[config.mk]
export PLATFORM = sky130hd
export DESIGN_NAME = fir_tdm_sched
export DESIGN_NICKNAME = d
export VERILOG_FILES = /design/src/rtl/fir_tdm_sched.sv
export SDC_FILE = /design/constraint.sdc
export NUM_CORES = 1
export LEC_CHECK = 0
export ABC_AREA = 0
export CAP_MARGIN = 5
export CORE_MARGIN = 1.5
export CORE_UTILIZATION = 62
export DETAILED_ROUTE_END_ITERATION = 10
export DONT_BUFFER_PORTS = 1
export PLACE_DENSITY = 0.81
export SLEW_MARGIN = 20
export SYNTH_ARGS = -nofsm -noshare
export SYNTH_HDL_FRONTEND = slang
export SYNTH_SLANG_ARGS = --single-unit
[constraint.sdc]
create_clock -name AMCLK_i -period 3.12 [get_ports AMCLK_i]
set_input_delay 0.156 -clock AMCLK_i [delete_from_list [all_inputs] [get_ports AMCLK_i]]
set_output_delay 0.156 -clock AMCLK_i [all_outputs]
set_load 0.01 [all_outputs]
[src/rtl/fir_tdm_sched.sv]
// fir_tdm_sched: shares one 2-channel FIR interpolator between the left and
// right audio channels. Stereo pairs are queued and sent to the FIR as
// two-beat frames (left = sop, right = eop). The FIR result beats are
// reassembled into a stereo output pair.
// Optional build macro FIR_TDM_WATCHDOG_EN adds a watchdog that recovers the
// collector when the FIR stops answering.
//
// state  | meaning
// IDLE   | waiting for a queued pair; pops the head into the holding regs
// SEND_L | drives the left beat (sop)
// SEND_R | drives the right beat (eop)
// GAP    | forced idle beats between frames
module fir_tdm_sched #(
  parameter int IN_W       = 16,
  parameter int OUT_W      = 24,
  parameter int FIFO_DEPTH = 4,
  parameter int GAP_CYCLES = 1,
  parameter int TIMEOUT    = 255
) (
  input  logic             AMCLK_i,
  input  logic             nARST,
  input  logic [IN_W-1:0]  in_left_i,
  input  logic [IN_W-1:0]  in_right_i,
  input  logic             in_valid_i,
  output logic [IN_W-1:0]  fir_sink_data_o,
  output logic             fir_sink_valid_o,
  output logic             fir_sink_sop_o,
  output logic             fir_sink_eop_o,
  input  logic [OUT_W-1:0] fir_source_data_i,
  input  logic             fir_source_valid_i,
  input  logic             fir_source_sop_i,
  input  logic             fir_source_eop_i,
  output logic [OUT_W-1:0] out_left_o,
  output logic [OUT_W-1:0] out_right_o,
  output logic             out_valid_o,
  output logic             ovf_o,
  output logic             err_o,
  output logic             wdog_o
);

  localparam int AW = $clog2(FIFO_DEPTH);
  localparam int CW = AW + 1;
  localparam int GW = (GAP_CYCLES > 1) ? $clog2(GAP_CYCLES) : 1;
  localparam logic [CW-1:0] DEPTH_C = CW'(FIFO_DEPTH);

  typedef enum logic [1:0] {IDLE, SEND_L, SEND_R, GAP} state_t;

  state_t state;

  logic [IN_W-1:0] mem_left  [FIFO_DEPTH];
  logic [IN_W-1:0] mem_right [FIFO_DEPTH];
  logic [AW-1:0]   wr_ptr;
  logic [AW-1:0]   rd_ptr;
  logic [CW-1:0]   count;

  logic            full;
  logic            empty;
  logic            pop;
  logic            push;
  logic            drop;

  logic [IN_W-1:0] hold_left;
  logic [IN_W-1:0] hold_right;
  logic [GW-1:0]   gap_cnt;

  logic [OUT_W-1:0] left_hold;
  logic             have_left;
  logic [2:0]       outstanding;

  logic beat_l;
  logic beat_r;
  logic beat_both;
  logic complete;
  logic inc_out;

  assign full  = (count == DEPTH_C);
  assign empty = (count == '0);
  assign pop   = (state == IDLE) && !empty;
  // A full queue still accepts a pair when the FSM pops in the same cycle.
  assign push  = in_valid_i && (!full || pop);
  assign drop  = in_valid_i && full && !pop;

  assign beat_l    = fir_source_valid_i &&  fir_source_sop_i && !fir_source_eop_i;
  assign beat_r    = fir_source_valid_i && !fir_source_sop_i &&  fir_source_eop_i;
  assign beat_both = fir_source_valid_i &&  fir_source_sop_i &&  fir_source_eop_i;
  assign complete  = beat_r && have_left;
  assign inc_out   = (state == SEND_L);

  // Queue storage; contents are don't-care while the pointers say empty.
  always_ff @(posedge AMCLK_i) begin
    if (push) begin
      mem_left[wr_ptr]  <= in_left_i;
      mem_right[wr_ptr] <= in_right_i;
    end
  end

  // Queue pointers, occupancy and the sticky overflow flag.
  always_ff @(posedge AMCLK_i) begin
    if (!nARST) begin
      wr_ptr <= '0;
      rd_ptr <= '0;
      count  <= '0;
      ovf_o  <= 1'b0;
    end else begin
      if (push) wr_ptr <= wr_ptr + AW'(1);
      if (pop)  rd_ptr <= rd_ptr + AW'(1);
      case ({push, pop})
        2'b10:   count <= count + CW'(1);
        2'b01:   count <= count - CW'(1);
        default: count <= count;
      endcase
      if (drop) ovf_o <= 1'b1;
    end
  end

  // Frame issue FSM with registered sink outputs.
  always_ff @(posedge AMCLK_i) begin
    if (!nARST) begin
      state            <= IDLE;
      hold_left        <= '0;
      hold_right       <= '0;
      gap_cnt          <= '0;
      fir_sink_data_o  <= '0;
      fir_sink_valid_o <= 1'b0;
      fir_sink_sop_o   <= 1'b0;
      fir_sink_eop_o   <= 1'b0;
    end else begin
      case (state)
        IDLE: begin
          fir_sink_valid_o <= 1'b0;
          fir_sink_sop_o   <= 1'b0;
          fir_sink_eop_o   <= 1'b0;
          if (pop) begin
            hold_left  <= mem_left[rd_ptr];
            hold_right <= mem_right[rd_ptr];
            state      <= SEND_L;
          end
        end
        SEND_L: begin
          fir_sink_data_o  <= hold_left;
          fir_sink_valid_o <= 1'b1;
          fir_sink_sop_o   <= 1'b1;
          fir_sink_eop_o   <= 1'b0;
          state            <= SEND_R;
        end
        SEND_R: begin
          fir_sink_data_o  <= hold_right;
          fir_sink_valid_o <= 1'b1;
          fir_sink_sop_o   <= 1'b0;
          fir_sink_eop_o   <= 1'b1;
          if (GAP_CYCLES == 0) begin
            state <= IDLE;
          end else begin
            gap_cnt <= GW'(GAP_CYCLES - 1);
            state   <= GAP;
          end
        end
        GAP: begin
          fir_sink_valid_o <= 1'b0;
          fir_sink_sop_o   <= 1'b0;
          fir_sink_eop_o   <= 1'b0;
          if (gap_cnt == '0) state <= IDLE;
          else               gap_cnt <= gap_cnt - GW'(1);
        end
        default: state <= IDLE;
      endcase
    end
  end

`ifdef FIR_TDM_WATCHDOG_EN
  logic [15:0] wdog_cnt;
  logic        wdog_fire;

  assign wdog_fire = (outstanding != 3'd0) && !fir_source_valid_i &&
                     (wdog_cnt == 16'(TIMEOUT));
`endif

  // Result collector: pairs a left beat with the following right beat and
  // tracks frames sent to the FIR that have not come back yet.
  always_ff @(posedge AMCLK_i) begin
    if (!nARST) begin
      left_hold   <= '0;
      have_left   <= 1'b0;
      outstanding <= 3'd0;
      out_left_o  <= '0;
      out_right_o <= '0;
      out_valid_o <= 1'b0;
      err_o       <= 1'b0;
`ifdef FIR_TDM_WATCHDOG_EN
      wdog_cnt    <= '0;
      wdog_o      <= 1'b0;
`endif
    end else begin
      out_valid_o <= 1'b0;
      if (beat_l) begin
        left_hold <= fir_source_data_i;
        have_left <= 1'b1;
        if (have_left) err_o <= 1'b1;
      end
      if (complete) begin
        out_left_o  <= left_hold;
        out_right_o <= fir_source_data_i;
        out_valid_o <= 1'b1;
        have_left   <= 1'b0;
      end
      if ((beat_r && !have_left) || beat_both) err_o <= 1'b1;
      case ({inc_out, complete})
        2'b10:   if (outstanding != 3'd7) outstanding <= outstanding + 3'd1;
        2'b01:   if (outstanding != 3'd0) outstanding <= outstanding - 3'd1;
        default: outstanding <= outstanding;
      endcase
`ifdef FIR_TDM_WATCHDOG_EN
      // Recovery overrides any collector update made above in this cycle.
      wdog_o <= 1'b0;
      if (wdog_fire) begin
        have_left   <= 1'b0;
        outstanding <= 3'd0;
        wdog_cnt    <= '0;
        wdog_o      <= 1'b1;
      end else if (fir_source_valid_i) begin
        wdog_cnt <= '0;
      end else if (outstanding != 3'd0) begin
        wdog_cnt <= wdog_cnt + 16'd1;
      end
`endif
    end
  end

`ifndef FIR_TDM_WATCHDOG_EN
  // No watchdog in this build; the limit only matters when it is present.
  assign wdog_o = 1'b0 && (TIMEOUT > 0);
`endif

endmodule
# --- After elaboration in Yosys (flattened, before gate mapping) ---
# Memories as Yosys holds them, arrays and structs flattened. A register that Yosys moved wholly into a read port is not among the register bits.
# Index checks and enable logic that the tools add are counted.
classes:
  reduce_logical: 36
  n_lt_le_gt_ge: 0
  div: 0
  multipliers: 0
  mux: 16
  bitwise_logic: 1
  eq_ne: 8
  shifts: 0
  n_addsub: 5
op_table:
  columns: ["cell", "n"]
  rows:
  - ["$pmux 16 s2", 1]
  - ["$logic_and 1x1->1", 11]
  - ["$reduce_bool 2->1", 5]
  - ["$logic_not 1->1", 8]
  - ["$pmux 1 s2", 4]
  - ["$pmux 2 s4", 1]
  - ["$mux 1", 7]
  - ["$eq 2x2->1 const B", 3]
  - ["$pmux 3 s2", 1]
  - ["$reduce_and 2->1", 3]
  - ["$reduce_or 2->1", 3]
  - ["$reduce_or 3->1", 2]
  - ["$add 2x1->2 const B", 2]
  - ["$eq 2x1->1 const B", 2]
  - ["$mux 2", 2]
  - ["$ne 2x2->1 const B", 2]
  - ["$add 3x1->3 const B", 1]
  - ["$eq 3x3->1 const B", 1]
  - ["$logic_not 3->1", 1]
  - ["$sub 3x1->3 const B", 1]
  - ["$logic_not 2->1", 1]
  - ["$logic_or 1x1->1", 2]
  - ["$not 1->1", 1]
  - ["$sub 1x1->1 const B", 1]
totals:
  elab_cells: 84
  latchBits: 0
  mem_bits_ro: 0
  in_bits: 62
  out_inout_bits: 71
  register_bits: 105
  mem_bits_rw: 128
  mem_count: 2
mem_list:
  columns: ["name", "words", "width", "rd", "rd_ports_with_merged_regs", "wr", "line_no", "text"]
  rows:
  - ["mem_left", 4, 16, 1, 1, 1, "50", "logic [IN_W-1:0] mem_left [FIFO_DEPTH];"]
  - ["mem_right", 4, 16, 1, 1, 1, "51", "logic [IN_W-1:0] mem_right [FIFO_DEPTH];"]

# --- Depth between registers and ports, before layout ---
depth:
  ltp_word: 7
  depth_mapped: 10
  mapped_depth_nobuf: 9

# --- Worst setup path after synthesis ---
# No wires, ideal clock.
synth_path:
  path_type: "reg2reg"
  start: "register state[0]"
  end: "memory mem_left[0][0], enable pin"
  n_path_buf: 2
  path_stages_with_launch: 8
  t_arrival_ps: 1888
  synth_period_minus_slack_ps: 2280
  setup_ps: 392
  slack_ps: 840
  required_ps: 2728
  cell_sequence: "dfxtp_1 inv_1 ha_1 buf_2 nor4b_2 nor2b_1 clkbuf_2 and2_1"
synth_between:
  elab_chain_len: 6
synth_rtl:
  columns: ["item", "line_no", "text"]
  rows:
  - ["start, declared", "48", "state_t state;"]
  - ["start signal, assigned", "119", "state <= IDLE;"]
  - ["start signal, assigned", "136", "state <= SEND_L;"]
  - ["start signal, assigned", "144", "state <= SEND_R;"]
  - ["$logic_not 2->1", "78", "assign pop = (state == IDLE) && !empty;"]
  - ["$logic_and 1x1->1", "78", null]
  - ["$logic_or 1x1->1", "80", "assign push = in_valid_i && (!full || pop);"]
  - ["$logic_and 1x1->1", "80", null]
  - ["$mux 1", "91", "if (push) begin"]
  - ["$mux 1 (not written as such)", "92", "mem_left[wr_ptr] <= in_left_i;"]
  - ["end, declared", "50", null]
# No other way between the ends.

# --- Final worst setup path ---
layout_path:
  start: "register state[0]"
  end: "memory mem_left[1][6], enable pin"
# Same word-level chain as after synthesis.

==> impl_metrics.yaml <==
logic_synthesis:
  yosysWarningCount: 0
  synth_top_area_share: 0.4046
  synthesis.area_sq_um: 9500
  synth_area_leaders: "edfxtp_1 (40%), dfxtp_1 (29%), mux4_2 (7.6%)"
  syn_area_per_cell_sq_um: 13.87
  syn_inst: 685
  yosysTopAreaCell: "edfxtp_1"
  syn_nets: 756
  ys_seq_area_frac: 0.6912
  ys_ff_latch: 264
  synth_cell_types: 37
sta:
  setup_viol: 0
  min_period_over_period: 0.8109
  min_period_ns: 2.530
  max_slew_margin: 0.3545
  worstMarginPinSlew_ns: 0.9670
  fin_setup_tns_ns: 0
  fin_worst_skew_ns: 0.01206
  hold_viol: 0
  fmax_mhz: 395.3
  drv_slew: 0
  rsz0062_at_grt: "no"
clock_network:
  clockBufferDepth: 3
  htreeDepth: 1
  postCtsHoldBufs: 62
  cts_tree: "done"
  root_buffer: "clkbuf_16"
  clk_latency_ns: 0.52
  clock_sinks: 264
  postCtsSetupBuffers: 0
  cts.repair.resized: 0
  cts_inserted_buffers: 26
  clk_pin_slew_ns: 0.06
critical_path:
  crit_family: "simple AND/OR/NAND/NOR gates"
  critical-path-slowest-cell: "and2_1"
  crit_chain: "inv_1 -> ha_1 -> nor4b_2 -> nor2b_1 -> and2_1 -> buf_12"
  arrival_ns: 2.74
  path_buf_inv: 2
  required_ns: 3.33
  worstSetupEndpointType: "flop"
  critical_path_class: "flop to flop"
  cp_max_fo: 25
  slowest_delay_ns: 0.52
  cp-start-kind: "flop"
pwr:
  powerDensity_nw_per_um2: 866.3
  p_int_mw: 6.863
  p_sw_frac: 0.2935
  comb_power_share: 0.219
  vdd_drop_max_v: 0.0007051
  p_sw_mw: 2.852
  p_leak_nw: 3.844
  seqPwrFrac: 0.456
  clkPwrFrac: 0.325
run_status:
  outcome: "finished, final reports clean"
grt:
  grt.overflow.total: 0
  grt_max_degree: 82
  grt_pass1_vias: 6056
  grt_usage: 0.2603
  gr-max-usage-layer: "met2"
  met3_usage: 0.05146
  antenna_found_initial: 0
  grt_pass1_wl_um: 32210
  met1_usage: 0.3141
  grtUsageMet2: 0.4735
final_layout:
  final_cell_mix: "dfxtp_1 (135), edfxtp_1 (128), nand2_1 (117), dlygate4sd3_1 (62), a21oi_1 (60)"
  syn_to_final_growth_pct: 18.03
  fin_area_sq_um: 11210
  drive_gt1_frac: 0.1235
  fin_nets: 812
  fill_cells: 873
  final_common_cell: "dfxtp_1"
  antennaDiodeCount: 0
floorplan:
  die-height_um: 126.8
  initial_utilization: 0.6296
  dieArea_sq_um: 16070
  ios: 133
  coreArea_sq_um: 15090
  die_w_um: 126.8
  row_count: 45
drt:
  drt-wirelength-per-cell_um: 21.91
  drt-total-wl_um: 20790
  vias: 5807
  route.detailed.drc: 0
  ant_nets: 0
  drt-initial-drc-count: 513
  drt-pass1-iter-count: 5
  routed_via_density: 6.119
placed_design:
  gp_congestion: 0.7565
  dpl.hpwl_um: 12010
  portBuffers: 0
  placed_area_sq_um: 9707
min_path:
  hp-class: "input pin to flop"
run:
  maxCapViolCount: 0
==> registers in the layout, indices dropped and copies added (netlist names), 3 cells and up <==
register         count
mem_right           64
out_left_o          24
fir_sink_data_o     16
left_hold           24
mem_left            64
hold_left           16
out_right_o         24
count                3
hold_right          16
==> power groups by stage <==
| stage | Sequential [mW] | Combinational, mW | Clock, mW |
|---|---|---|---|
| 2_1_floorplan | 4.35 | 1.56 | 0 |
| 3_3_place_gp | 4.45 | 1.87 | 0 |
| 3_5_place_dp | 4.48 | 1.97 | 0 |
| 4_1_cts | 4.43 | 2.11 | 3.18 |
| 5_1_grt | 4.47 | 2.33 | 3.33 |
| 6_report | 4.43 | 2.13 | 3.16 |
==> cell families (layout without fill, tap and decap cells) <==
family,Yosys count,after routing,synth area share
muxes,51,51,0.09601
adders and majority gates,9,9,0.01264
xor gates and xnor gates,5,5,0.004610
and+or+nand+nor,163,163,0.06967
buffers and inverters,58,134,0.02713
DFF,264,264,0.6912
other,1,1,0.0003947
AOI/OAI and AO/OA,134,134,0.09838
==> final cells by class <==
type,instances,area [sq um],share of cell area
Clock buffer,37,775.7,0.06918
Clock inverter,11,110.1,0.009819
Inverter,8,30.03,0.002678
Multi-Input combinational cell,363,2679,0.2389
Sequential cell,264,6568,0.5857
Tap cell,188,235.2,0.02098
Timing Repair Buffer,78,815.8,0.07275
==> Yosys cell counts, drive strengths merged <==
master,n
xnor2,2
a21oi,60
or2,1
fa,1
a221oi,1
nor4b,1
a211oi,17
nand2b,1
dfxtp,136
o21a,2
a22o,48
conb,1
nand3,2
mux2i,18
inv,8
xor2,3
ha,8
nor2b,1
nand4b,1
buf,23
a22oi,1
nor3,1
edfxtp,128
a2111oi,1
mux2,1
clkbuf,27
o31a,1
mux4,32
nand2,117
and2,9
o21ai,2
nor2,29
o31ai,1
==> through the flow <==
step	instances	hold WS (ns)	total power, mW	worst slack (ns)	util
floorplan	685	0.2549	5.913	0.8403	-
global placement	839	0.2550	6.320	0.7913	0.6433
detailed placement	839	0.2550	6.453	0.6365	0.6433
CTS	949	0.001413	9.715	0.5936	0.7431
global route	949	0.05258	10.13	0.4559	0.7431
finish	949	0.03449	9.715	0.5900	0.7431
==> metal layers <==
metal	wire, um	vias to the layer above
met1	7809	2904
li1	-	2610
met4	579	0
met2	10930	248
met3	1470	45
met5	0	-
==> final timing paths <==
path,from,endpoint,slack (ns),cells past startpoint
worst min-delay path,fir_source_valid_i,out_valid_o$_SDFF_PN0_,0.03,2
worst max-delay path,state[0]$_SDFFE_PN0P_,mem_left[1][6]$_DFFE_PP_,0.59,6
worst max register to register,state[0]$_SDFFE_PN0P_,mem_left[1][6]$_DFFE_PP_,0.59,6
worst min register to register,left_hold[13]$_SDFFE_PN0P_,left_hold[13]$_SDFFE_PN0P_,0.45,2
Power figures use the tool's default switching activity.
